<file path="src/rtl/fetch_unit.sv">
`default_nettype none
// ============================================================================
// Module      : fetch_unit
// Description : Instruction fetch stage: PC, combinational ROM addressing and
//               a DEPTH-entry fetch queue with a valid/ready decode interface.
//               Define FETCH_PERF_EN to add fetch/flush performance counters.
// Revision    : 1.0 - initial release
// ============================================================================
module fetch_unit #(
  parameter int unsigned      WIDTH    = 32,
  parameter logic [WIDTH-1:0] RESET_PC = 32'h0000_0000,
  parameter int unsigned      DEPTH    = 2
) (
  input  logic             clk,
  input  logic             rst,
  output logic [WIDTH-1:0] rom_addr,
  input  logic [WIDTH-1:0] rom_data,
  input  logic             redirect_valid,
  input  logic [WIDTH-1:0] redirect_pc,
  output logic             instr_valid,
  input  logic             instr_ready,
  output logic [WIDTH-1:0] instr_data,
  output logic [WIDTH-1:0] instr_pc
`ifdef FETCH_PERF_EN
  ,
  output logic [31:0]      perf_fetch_cnt,
  output logic [31:0]      perf_flush_cnt
`endif
);

  // DEPTH is restricted to 2 or 4, so the pointers wrap naturally.
  localparam int unsigned PTR_W = (DEPTH > 2) ? 2 : 1;
  localparam int unsigned CNT_W = PTR_W + 1;

  logic [WIDTH-1:0] r_pc;
  logic [WIDTH-1:0] r_q_pc   [DEPTH];
  logic [WIDTH-1:0] r_q_data [DEPTH];
  logic [PTR_W-1:0] r_rd_ptr;
  logic [PTR_W-1:0] r_wr_ptr;
  logic [CNT_W-1:0] r_count;

  logic             w_pop;
  logic             w_push;
  logic [WIDTH-1:0] w_redirect_pc;

  assign w_redirect_pc = redirect_pc & ~WIDTH'(3);
  assign w_pop         = (r_count != '0) && instr_ready;
  assign w_push        = !redirect_valid && ((r_count < CNT_W'(DEPTH)) || w_pop);

  assign rom_addr    = {2'b00, r_pc[WIDTH-1:2]};
  assign instr_valid = (r_count != '0);
  assign instr_data  = r_q_data[r_rd_ptr];
  assign instr_pc    = r_q_pc[r_rd_ptr];

  always_ff @(posedge clk or posedge rst) begin
    if (rst) begin
      r_pc     <= RESET_PC;
      r_rd_ptr <= '0;
      r_wr_ptr <= '0;
      r_count  <= '0;
    end else if (redirect_valid) begin
      // A same-cycle pop has already been consumed by decode; the flush drops the rest.
      r_pc     <= w_redirect_pc;
      r_rd_ptr <= '0;
      r_wr_ptr <= '0;
      r_count  <= '0;
    end else begin
      if (w_push) begin
        r_pc     <= r_pc + WIDTH'(4);
        r_wr_ptr <= r_wr_ptr + PTR_W'(1);
      end
      if (w_pop) begin
        r_rd_ptr <= r_rd_ptr + PTR_W'(1);
      end
      case ({w_push, w_pop})
        2'b10:   r_count <= r_count + CNT_W'(1);
        2'b01:   r_count <= r_count - CNT_W'(1);
        default: r_count <= r_count;
      endcase
    end
  end

  always_ff @(posedge clk or posedge rst) begin
    if (rst) begin
      for (int i = 0; i < int'(DEPTH); i++) begin
        r_q_pc[i]   <= '0;
        r_q_data[i] <= '0;
      end
    end else if (w_push) begin
      r_q_pc[r_wr_ptr]   <= r_pc;
      r_q_data[r_wr_ptr] <= rom_data;
    end
  end

`ifdef FETCH_PERF_EN
  logic [31:0] r_perf_fetch_cnt;
  logic [31:0] r_perf_flush_cnt;

  always_ff @(posedge clk or posedge rst) begin
    if (rst) begin
      r_perf_fetch_cnt <= '0;
      r_perf_flush_cnt <= '0;
    end else begin
      if (w_pop) begin
        r_perf_fetch_cnt <= r_perf_fetch_cnt + 32'd1;
      end
      if (redirect_valid) begin
        r_perf_flush_cnt <= r_perf_flush_cnt + 32'd1;
      end
    end
  end

  assign perf_fetch_cnt = r_perf_fetch_cnt;
  assign perf_flush_cnt = r_perf_flush_cnt;
`endif

endmodule
`default_nettype wire

</file>
<file path="config.mk">
export PLATFORM = sky130hd
export DESIGN_NAME = fetch_unit
export DESIGN_NICKNAME = d
export VERILOG_FILES = /design/src/rtl/fetch_unit.sv
export SDC_FILE = /design/constraint.sdc
export NUM_CORES = 1
export LEC_CHECK = 0
export CAP_MARGIN = 25
export CORE_MARGIN = 4
export CORE_UTILIZATION = 27
export CTS_BUF_LIST = sky130_fd_sc_hd__clkbuf_16
export DETAILED_ROUTE_END_ITERATION = 7
export GPL_TIMING_DRIVEN = 0
export HOLD_SLACK_MARGIN = 0.12
export PLACE_DENSITY = 0.59
export SLEW_MARGIN = 20
export SYNTH_ARGS = -nofsm -noshare
export SYNTH_HDL_FRONTEND = slang
export SYNTH_SLANG_ARGS = --single-unit
export TNS_END_PERCENT = 50
</file>
<file path="constraint.sdc">
create_clock -name clk -period 5.95 [get_ports clk]
set_input_delay 0.595 -clock clk [delete_from_list [all_inputs] [get_ports clk]]
set_output_delay 0.595 -clock clk [all_outputs]
set_load 0.02 [all_outputs]
</file>
==> impl_metrics.tcl <==
set metrics [dict create \
    status "completed" \
    overflow 0 \
    rr_worst_depth 5 \
    fillerInstances 2646 \
    fin_crit_sh_pct 57.8 \
    htreeDepth 4 \
    min_path_cells 1 \
    die_w_um 174 \
    drtIter0Drc 202 \
    endpoint_kind "output port" \
    finalSetupViolCount 0 \
    max_slew_margin_pct 52.7 \
    cts_root_buf "clkbuf_16" \
    async_reset_ff_share_pct 100 \
    peakVddDrop_uv 170 \
    start_util_pct 27.5 \
    grt_setup_unrepaired "no" \
    num_rows 60 \
    worstSetupStartpointType "flip-flop" \
    mostFrequentLayoutCells "186 x mux2_2, 158 x clkdlybuf4s50_1, 158 x dfrtp_1, 32 x nand2_1, 22 x nand3_1" \
    clkTransAtPathRegs_ns 0.06 \
    vias_per_cell 4.75 \
    synthFlopType "dfrtp_1" \
    cts_hold_buf 0 \
    final_nets 834 \
    post_drt_wl_per_cell_um 18.6 \
    grt_first_pass_wirelength_mm 33.2 \
    first_pass_iters 4 \
    min_period_ns 3.44 \
    grt_usage_pct 14.0 \
    grt_max_degree 87 \
    tightest_slew_ns 0.709 \
    hold_viol_final 0 \
    crit_required_ns 5.36 \
    p_leak_nw 4.00 \
    critPathKind "reg2out" \
    cp_max_fo 10 \
    power_w 0.00373 \
    synth_edf_count 0 \
    die-area_um2 30200 \
    clk_latency_ns 0.42 \
    min_path_type "reg2reg" \
    place_hpwl_mm 14.7 \
    synth_seq_cells 158 \
    cts_buffers 17 \
    skew_ns 0.0124 \
    io_buffers 158 \
    grt_pass1_vias 5614 \
    yosysWarnings 0 \
    slew_violations 0 \
    p_per_area_nw_per_um2 369 \
    layout_commonest_cell "mux2_2" \
    route.vias.total 5310 \
    final_layout_size_suffix_gt1_share_pct 31.6 \
    antenna_found_initial 1 \
    post-cts-setup-buffers 0 \
    maxCapViolCount 0 \
    tns_ns 0 \
    syn_to_final_growth_pct 36.2 \
    synth.avg_cell_area_um2 12.7 \
    core_area_um2 27000 \
    gp_routability_congestion 0.781 \
    diodes 0 \
    cts.sinks 158 \
    ys_seq_area_share_pct 53.3 \
    io_pins 165 \
    cts_tree "done" \
    ys_types 42 \
    finalWirelength_mm 20.9 \
    syn-cell-area_um2 7420 \
    max_freq_ghz 0.291 \
    antenna_left 0 \
    ctsResizeCount 0 \
    worst_ep_arrival_time_ns 2.84 \
    syn-instance-count 583 \
    cts_buffer_depth 2 \
    die_y_um 174 \
    post-route-drc-count 0 \
]
## state kept, by name (all words and copies together), names as in the netlist
signal	cells
r_q_pc	60
r_q_data	64
r_rd_ptr	1
r_pc	30
r_count	2
r_wr_ptr	1
## worst paths after layout
check                                             from                       end  slack, ns
worst max-delay path              r_rd_ptr$_DFFE_PP0P_              instr_pc[20]       2.51
worst min-delay path            r_q_pc[12]$_DFFE_PP0P_    r_q_pc[12]$_DFFE_PP0P_       0.50
worst max register to register  r_count[1]$_DFFE_PP0P_    r_q_pc[13]$_DFFE_PP0P_       3.73
worst min register to register  r_q_pc[12]$_DFFE_PP0P_    r_q_pc[12]$_DFFE_PP0P_       0.50
max in group asynchronous                          rst     r_q_pc[2]$_DFFE_PP0P_       4.46
min in group asynchronous                          rst  r_q_data[27]$_DFFE_PP0P_       0.65
## layout make-up
cell class,instances,area (um^2),share of cell area (%)
Clock inverter,15,196,1.94
Tap cell,341,427,4.22
Timing Repair Buffer,160,1620,16.0
Inverter,5,26.3,0.260
Sequential cell,158,3950,39.1
Clock buffer,17,425,4.21
Buffer,39,178,1.76
Multi-Input combinational cell,384,3290,32.5
## worst max-delay path, cell delays in order, from the launching register on
cell,delay (ns)
dfrtp_1,0.32
clkbuf_1,0.51
buf_1,0.59
mux2_2,0.40
clkdlybuf4s50_1,0.60
## metal layers
layer,vias up,track usage (%),routed length (um)
met5,-,0,12
met1,2647,19.6,9910
met4,2,2.18,61
li1,2501,-,-
met2,154,21.8,9660
met3,6,4.23,1210
## per-stage QoR
stage	utilization [%]	hold WS, ns	std cells	area [um^2]	worst slack (ns)
CTS	37.4	0.506	1119	10100	2.38
global route	37.4	0.513	1119	10100	2.35
global placement	34.9	0.483	1085	9440	-1.43
finish	37.4	0.501	1119	10100	2.51
detailed placement	35.1	0.490	1087	9490	2.85
floorplan	-	0.475	586	7430	1.09
## synth_stat cells (2+ instances only)
library cell,n,share of area [%]
o311ai_0,6,0.71
a22oi_1,3,0.30
mux2_2,186,28
nand2_1,32,1.6
o211ai_1,6,0.61
and3_1,5,0.42
or3_1,2,0.17
or2_2,3,0.25
a21oi_1,4,0.27
or4_1,11,1.1
inv_1,5,0.25
nor3_1,5,0.34
o21ai_0,9,0.61
xor2_1,5,0.59
xnor2_1,4,0.47
buf_4,4,0.40
o31ai_1,9,0.91
buf_1,6,0.30
nor2_1,13,0.66
buf_2,13,0.88
and2_1,8,0.67
a31oi_1,9,0.76
nand2b_1,2,0.17
nor2b_1,3,0.25
nor3b_1,4,0.40
and4_1,4,0.47
clkbuf_1,16,0.81
nand3_1,22,1.5
or4_2,2,0.24
dfrtp_1,158,53
nand4_1,13,1.1
## where the power goes
group,total [W],internal (W),switching [W]
Clock,0.00117,0.000677,0.000496
Sequential,0.00146,0.00132,0.000144
Combinational,0.00109,0.000603,0.000491
## cells by family after synthesis
group	count (synthesis)	synth area share, %
xor+xnor	9	1.06
flops	158	53.3
simple gates	135	10.1
compound gates	48	4.38
mux	187	28.4
fa+ha+maj	1	0.169
buf+inv	44	2.65
other cells	1	0.0505
No activity file was read; power rests on OpenSTA's default activity.
